File: src/rtl/store_buffer_pkg.sv
// Shared types and defaults for the store buffer.
package store_buffer_pkg;

   localparam int unsigned STORE_BUFFER_DEPTH = 8;
   localparam int unsigned SB_ADDR_WIDTH      = 32;
   localparam int unsigned SB_DATA_WIDTH      = 32;

   // One buffered store at the default address/data widths.
   typedef struct packed {
      logic [SB_ADDR_WIDTH-1:0]   addr;
      logic [SB_DATA_WIDTH-1:0]   data;
      logic [SB_DATA_WIDTH/8-1:0] wstrb;
      logic                       uncached;
   } sb_entry_t;

   // Drain FSM states.
   typedef enum logic {
      StIdle,
      StReq
   } sb_state_e;

endpackage

File: src/rtl/sb_fwd_lookup.sv
// Youngest-wins store-to-load byte forwarding network.
// Present only when STORE_BUFFER_FWD_EN is defined.
`ifdef STORE_BUFFER_FWD_EN
module sb_fwd_lookup #(
   parameter int unsigned DEPTH      = 8,
   parameter int unsigned ADDR_WIDTH = 32,
   parameter int unsigned DATA_WIDTH = 32
) (
   input  logic [$clog2(DEPTH)-1:0] head_i,
   input  logic [$clog2(DEPTH):0]   count_i,
   input  logic [ADDR_WIDTH-3:0]    tag_i   [DEPTH],
   input  logic [DATA_WIDTH-1:0]    data_i  [DEPTH],
   input  logic [DATA_WIDTH/8-1:0]  wstrb_i [DEPTH],
   input  logic [ADDR_WIDTH-3:0]    ld_tag_i,
   output logic                     fwd_hit_o,
   output logic [DATA_WIDTH-1:0]    fwd_data_o,
   output logic [DATA_WIDTH/8-1:0]  fwd_mask_o
);

   localparam int unsigned IW = $clog2(DEPTH);
   localparam int unsigned PW = IW + 1;
   localparam int unsigned SW = DATA_WIDTH / 8;

   logic [IW-1:0] idx;

   // Walk oldest to youngest so younger matching bytes overwrite older ones.
   always_comb begin
      fwd_data_o = '0;
      fwd_mask_o = '0;
      idx        = '0;
      for (int unsigned k = 0; k < DEPTH; k++) begin
         idx = head_i + IW'(k);
         if ((PW'(k) < count_i) && (tag_i[idx] == ld_tag_i)) begin
            for (int unsigned b = 0; b < SW; b++) begin
               if (wstrb_i[idx][b]) begin
                  fwd_data_o[8*b +: 8] = data_i[idx][8*b +: 8];
                  fwd_mask_o[b]        = 1'b1;
               end
            end
         end
      end
   end

   assign fwd_hit_o = |fwd_mask_o;

endmodule
`endif

File: src/rtl/store_buffer.sv
// Store buffer between MEM2/WB and the DCache write port.
// Speculative stores are committed in order by writeback, discarded on flush,
// and committed stores drain over a registered valid/ready port.
// Define STORE_BUFFER_FWD_EN to enable store-to-load forwarding.
module store_buffer
   import store_buffer_pkg::*;
#(
   parameter int unsigned DEPTH      = STORE_BUFFER_DEPTH,
   parameter int unsigned ADDR_WIDTH = SB_ADDR_WIDTH,
   parameter int unsigned DATA_WIDTH = SB_DATA_WIDTH
) (
   input  logic                    clk,
   input  logic                    rst,
   input  logic                    enq_valid_i,
   output logic                    enq_ready_o,
   input  logic [ADDR_WIDTH-1:0]   enq_addr_i,
   input  logic [DATA_WIDTH-1:0]   enq_data_i,
   input  logic [DATA_WIDTH/8-1:0] enq_wstrb_i,
   input  logic                    enq_uncached_i,
   input  logic                    store_commit_i,
   input  logic                    flush_i,
   output logic                    wr_valid_o,
   input  logic                    wr_ready_i,
   output logic [ADDR_WIDTH-1:0]   wr_addr_o,
   output logic [DATA_WIDTH-1:0]   wr_data_o,
   output logic [DATA_WIDTH/8-1:0] wr_wstrb_o,
   output logic                    wr_uncached_o,
   output logic                    empty_o,
   output logic                    full_o,
   input  logic [ADDR_WIDTH-1:0]   ld_addr_i,
   output logic                    fwd_hit_o,
   output logic [DATA_WIDTH-1:0]   fwd_data_o,
   output logic [DATA_WIDTH/8-1:0] fwd_mask_o
);

   localparam int unsigned IW = $clog2(DEPTH);
   localparam int unsigned PW = IW + 1;
   localparam int unsigned SW = DATA_WIDTH / 8;

   logic [ADDR_WIDTH-1:0] mem_addr  [DEPTH];
   logic [DATA_WIDTH-1:0] mem_data  [DEPTH];
   logic [SW-1:0]         mem_wstrb [DEPTH];
   logic                  mem_unc   [DEPTH];

   logic [PW-1:0]         head_q, head_d, cmt_q, cmt_d, tail_q, tail_d;
   logic [PW-1:0]         held, head_inc;
   logic [IW-1:0]         rd_idx;
   sb_state_e             state_q, state_d;
   logic                  wr_valid_q, wr_valid_d;
   logic [ADDR_WIDTH-1:0] wr_addr_q, wr_addr_d;
   logic [DATA_WIDTH-1:0] wr_data_q, wr_data_d;
   logic [SW-1:0]         wr_wstrb_q, wr_wstrb_d;
   logic                  wr_unc_q, wr_unc_d;
   logic                  enq_fire, commit_fire;

   // Phase bit in the pointer MSB distinguishes full from empty.
   assign held        = tail_q - head_q;
   assign full_o      = (held == PW'(DEPTH));
   assign empty_o     = (tail_q == head_q);
   assign enq_ready_o = !full_o;
   assign enq_fire    = enq_valid_i && !full_o && !flush_i;
   assign commit_fire = store_commit_i && (cmt_q != tail_q);
   assign head_inc    = head_q + PW'(1);

   // Commit and tail pointers; flush rolls tail back to the post-commit point.
   always_comb begin
      cmt_d  = cmt_q + PW'(commit_fire);
      tail_d = tail_q;
      if (flush_i) begin
         tail_d = cmt_d;
      end else if (enq_fire) begin
         tail_d = tail_q + PW'(1);
      end
   end

   // Entry to load into the write port: head when idle, next entry on a handshake.
   assign rd_idx = (state_q == StIdle) ? head_q[IW-1:0] : head_inc[IW-1:0];

   // Drain FSM: registered write port, back-to-back reload while committed work remains.
   always_comb begin
      state_d    = state_q;
      head_d     = head_q;
      wr_valid_d = wr_valid_q;
      wr_addr_d  = wr_addr_q;
      wr_data_d  = wr_data_q;
      wr_wstrb_d = wr_wstrb_q;
      wr_unc_d   = wr_unc_q;
      case (state_q)
         StIdle: begin
            if (head_q != cmt_q) begin
               state_d    = StReq;
               wr_valid_d = 1'b1;
               wr_addr_d  = mem_addr[rd_idx];
               wr_data_d  = mem_data[rd_idx];
               wr_wstrb_d = mem_wstrb[rd_idx];
               wr_unc_d   = mem_unc[rd_idx];
            end
         end
         StReq: begin
            if (wr_ready_i) begin
               head_d = head_inc;
               if (head_inc != cmt_q) begin
                  wr_addr_d  = mem_addr[rd_idx];
                  wr_data_d  = mem_data[rd_idx];
                  wr_wstrb_d = mem_wstrb[rd_idx];
                  wr_unc_d   = mem_unc[rd_idx];
               end else begin
                  wr_valid_d = 1'b0;
                  state_d    = StIdle;
               end
            end
         end
         default: state_d = StIdle;
      endcase
   end

   // Pointer, FSM and write-port registers.
   always_ff @(posedge clk or posedge rst) begin
      if (rst) begin
         head_q     <= '0;
         cmt_q      <= '0;
         tail_q     <= '0;
         state_q    <= StIdle;
         wr_valid_q <= 1'b0;
         wr_addr_q  <= '0;
         wr_data_q  <= '0;
         wr_wstrb_q <= '0;
         wr_unc_q   <= 1'b0;
      end else begin
         head_q     <= head_d;
         cmt_q      <= cmt_d;
         tail_q     <= tail_d;
         state_q    <= state_d;
         wr_valid_q <= wr_valid_d;
         wr_addr_q  <= wr_addr_d;
         wr_data_q  <= wr_data_d;
         wr_wstrb_q <= wr_wstrb_d;
         wr_unc_q   <= wr_unc_d;
      end
   end

   // Entry storage; contents are qualified by the pointers so no reset is needed.
   always_ff @(posedge clk) begin
      if (enq_fire) begin
         mem_addr[tail_q[IW-1:0]]  <= enq_addr_i;
         mem_data[tail_q[IW-1:0]]  <= enq_data_i;
         mem_wstrb[tail_q[IW-1:0]] <= enq_wstrb_i;
         mem_unc[tail_q[IW-1:0]]   <= enq_uncached_i;
      end
   end

   assign wr_valid_o    = wr_valid_q;
   assign wr_addr_o     = wr_addr_q;
   assign wr_data_o     = wr_data_q;
   assign wr_wstrb_o    = wr_wstrb_q;
   assign wr_uncached_o = wr_unc_q;

`ifdef STORE_BUFFER_FWD_EN
   logic [ADDR_WIDTH-3:0] tag [DEPTH];
   logic                  unused_ld_lsbs;

   // Word tags of every slot; the lookup masks out slots that are not held.
   always_comb begin
      for (int unsigned i = 0; i < DEPTH; i++) begin
         tag[i] = mem_addr[i][ADDR_WIDTH-1:2];
      end
   end

   assign unused_ld_lsbs = ^ld_addr_i[1:0];

   sb_fwd_lookup #(
      .DEPTH      (DEPTH),
      .ADDR_WIDTH (ADDR_WIDTH),
      .DATA_WIDTH (DATA_WIDTH)
   ) u_fwd (
      .head_i     (head_q[IW-1:0]),
      .count_i    (held),
      .tag_i      (tag),
      .data_i     (mem_data),
      .wstrb_i    (mem_wstrb),
      .ld_tag_i   (ld_addr_i[ADDR_WIDTH-1:2]),
      .fwd_hit_o  (fwd_hit_o),
      .fwd_data_o (fwd_data_o),
      .fwd_mask_o (fwd_mask_o)
   );
`else
   logic unused_ld_addr;

   assign unused_ld_addr = ^ld_addr_i;
   assign fwd_hit_o      = 1'b0;
   assign fwd_data_o     = '0;
   assign fwd_mask_o     = '0;
`endif

endmodule

File: config.mk
export PLATFORM = sky130hd
export DESIGN_NAME = store_buffer
export DESIGN_NICKNAME = d
export VERILOG_FILES = /design/src/rtl/store_buffer_pkg.sv /design/src/rtl/sb_fwd_lookup.sv /design/src/rtl/store_buffer.sv
export SDC_FILE = /design/constraint.sdc
export NUM_CORES = 1
export LEC_CHECK = 0
export ABC_AREA = 1
export CAP_MARGIN = 20
export CORE_MARGIN = 1
export CORE_UTILIZATION = 63
export DETAILED_ROUTE_END_ITERATION = 10
export HOLD_SLACK_MARGIN = 0.12
export PLACE_DENSITY = 0.91
export SLEW_MARGIN = 20
export SYNTH_ARGS = -nofsm -noshare
export SYNTH_HDL_FRONTEND = slang
export SYNTH_SLANG_ARGS = --single-unit
File: constraint.sdc
create_clock -name clk -period 7.9 [get_ports clk]
set_input_delay 1.58 -clock clk [delete_from_list [all_inputs] [get_ports clk]]
set_output_delay 1.58 -clock clk [all_outputs]
set_load 0.03 [all_outputs]
==> metrics.md <==
| Metric | Value |
|---|---|
| Number of max-cap violations | `0` |
| Gpl congestion | `0.7972` |
| RSZ-0062 raised after global routing | `false` |
| Post-synth EDFFs | `552` |
| Synthesized cell area | `28140 um^2` |
| Post-route clock period utilization | `57.55%` |
| GR Overflow Total | `0` |
| Cell taking the most area after synthesis | `edfxtp_1` |
| CTS Root Cell | `clkbuf_16` |
| First-pass GRT wire length | `106.7 mm` |
| Hold_buf cts | `0` |
| Largest family of logic cells by synthesized area | `simple AND/OR/NAND/NOR gates` |
| H-tree Lvls | `2` |
| Main synth FF type | `edfxtp_1` |
| Routed length per instance | `19.14 um` |
| Register bit total from synthesis | `635` |
| Initial Utilization | `63.78%` |
| Mux cell area share after synthesis | `0%` |
| Vias in the first global route | `20.69k` |
| Count leader, synth | `nand2_1` |
| Die area | `45520 um^2` |
| Worst-path maximum fanout | `48` |
| Insertion delay to the later sink of the worst-skew pair | `0.64 ns` |
| Antenna violations before repair | `8` |
| DR pass1 iterations | `8` |
| Routed Antenna Nets | `0` |
| CTS Buffer Depth | `3` |
| Placed cell area | `29860 um^2` |
| Final min period | `4.546 ns` |
| Post-CTS Setup Bufs | `0` |
| Core area | `44120 um^2` |
| Port Buffers | `147` |
| Die width | `213.4 um` |
| Req. time, crit path | `8.14 ns` |
| Largest net degree at the start of global routing | `194` |
| DRT iter0 DRCs | `2426` |
| CTS tree | `done` |
| Post-layout nets | `3104` |
| Hold path start | `wr_data_o[10]$_DFFE_PP0P_` |
| Die height | `213.4 um` |
| Max Clk Rate | `220.0 MHz` |
| Via density | `5.597` |
| Startpoint Class | `input pin` |
| WS Path Type | `in2reg` |
| Share of layout cells above drive strength 1 | `4.737%` |
| List of most frequent post-synthesis cells | `nand2_1, inv_1, edfxtp_1` |
| Num CTS Buffers | `59` |
| Final Slew Violations | `0` |
| Final setup TNS | `0 ns` |
| PD cells | `425.8 nW/um^2` |
| Post-synthesis compound-gate area fraction | `0.3023%` |
| Synth cell types | `28` |
| Final Hold Viols | `0` |
| DR DRC count | `0` |
| CP endpoint kind | `flop` |
| Row cnt | `77` |
| Asr flop ratio synth | `13.07%` |
| Area Growth Syn to Fin | `13.29%` |
| Final WL | `69.65 mm` |
| Mean post-synth cell area | `9.728 um^2` |
| Quantity of gates resized following cts | `0` |
| Utilization after layout | `72.26%` |
| HP Class | `reg2reg` |
| Synth Area in Adders | `0.3112%` |
| Actual slew at the worst max-slew pin | `1.145 ns` |
| I/O pin count | `217` |
| Clk_skew | `0.03147 ns` |
| Status | `finished, final reports clean` |
| Largest cells by area after synthesis | `edfxtp_1, nand2_1, nand3_1` |
| Slew margin rel. | `23.69%` |
| Clock transition at path regs | `0.06 ns` |
| Fraction of the yosys area taken by sequential cells | `66.28%` |
| Mapped Cells | `2893` |
| Synthesis Warnings | `0` |
| All-Layer GR Usage | `30.95%` |
| Leakage | `14.73 nW` |
| Yosys top cell area share | `58.90%` |
| CP arrival | `4.78 ns` |
| VDD IR max | `0.0004434 V` |
| Cell area after layout | `31880 um^2` |
| Critical Path Start | `flush_i` |
| Placed wire-length estimate | `36.36 mm` |
| Xor/xnor cell area share of the yosys netlist | `0.4046%` |
| Vias post-DR | `20.37k` |
| RR Startpoint | `head_q[2]$_DFFE_PP0P_` |
| CTS sink count | `635` |
| Fillers | `2695` |
| Final setup viols | `0` |
| Power consumption | `0.01357 W` |
| Synth Area in Simple Gates | `21.68%` |
placed cells by master (no fill, tap or decap), types with 8 or more instances in the layout:
cell type	instances
buf_4	25
clkbuf_1	11
clkbuf_16	59
clkdlybuf4s50_1	147
clkinv_2	15
conb_1	37
dfrtp_1	83
edfxtp_1	552
inv_1	570
nand2_1	1017
nand3_1	433
nor2_4	8
logic make-up (layout without fill, tap and decap cells):
kind of cell / after synthesis / count (layout)
flops: 635 / 635
other cells: 1 / 44
fa+ha+maj: 7 / 7
xor+xnor: 13 / 13
compound gates: 13 / 13
buf+inv: 750 / 861
simple gates: 1474 / 1474
layer usage:
metal	vias up	global-route usage [%]	part of all wire (%)
li1	9192	-	-
met1	9545	37.21	36
met2	1324	52.50	50
met3	304	5.551	9.6
met4	4	18.47	4.8
met5	-	0	0.033
state kept, by name, indices dropped and copies added (netlist names):
register / count
mem_unc: 8
wr_uncached_o: 1
wr_wstrb_o: 4
tail_q: 4
head_q: 4
wr_valid_o: 1
wr_addr_o: 32
state_q: 1
mem_data: 256
mem_addr: 256
cmt_q: 4
wr_data_o: 32
mem_wstrb: 32
power by group:
group	switching [W]	internal (W)	total (W)
logic	0.00448	0.00184	0.00632
clock network	0.00125	0.00166	0.00291
registers	0.000227	0.00412	0.00435
total	0.00595	0.00762	0.0136
layout make-up:
class	count	area, um^2	area share [%]
sequential	635	18650	58.50
multi-input combinational	1544	6633	20.80
inverter	576	2167	6.797
timing repair buffer	174	1698	5.325
clock buffer	76	1600	5.019
tap	592	740.7	2.323
clock inverter	35	375.4	1.177
antenna	7	17.52	0.05494
path summary, 6_finish.rpt:
kind                                             end  slack [ns]  cells after the start
setup / recovery           mem_data[7][25]$_DFFE_PP_        3.35                      5
hold / removal             wr_data_o[10]$_DFFE_PP0P_        0.50                      2
setup reg to reg           mem_data[7][25]$_DFFE_PP_        3.65                     10
hold reg to reg            wr_data_o[10]$_DFFE_PP0P_        0.50                      2
max in group asynchronous  wr_data_o[29]$_DFFE_PP0P_        5.39                      3
min in group asynchronous  wr_addr_o[21]$_DFFE_PP0P_        1.33                      2
worst max-delay path: stages:
cell,delay (ns)
clkdlybuf4s50_1,0.53
inv_1,0.23
nand3_1,0.66
nor2_4,0.94
buf_4,0.81
metrics by stage:
step                hold slack (ns)  instances  worst slack (ns)
detailed placement           0.4939       3520             2.754
CTS                          0.5105       3631             3.392
global route                 0.5282       3638             3.210
finish                       0.5027       3639             3.354
floorplan                    0.4830       2929             2.535
global placement             0.4912       3520             2.930
Note: power is estimated with default switching activity, not from simulation.
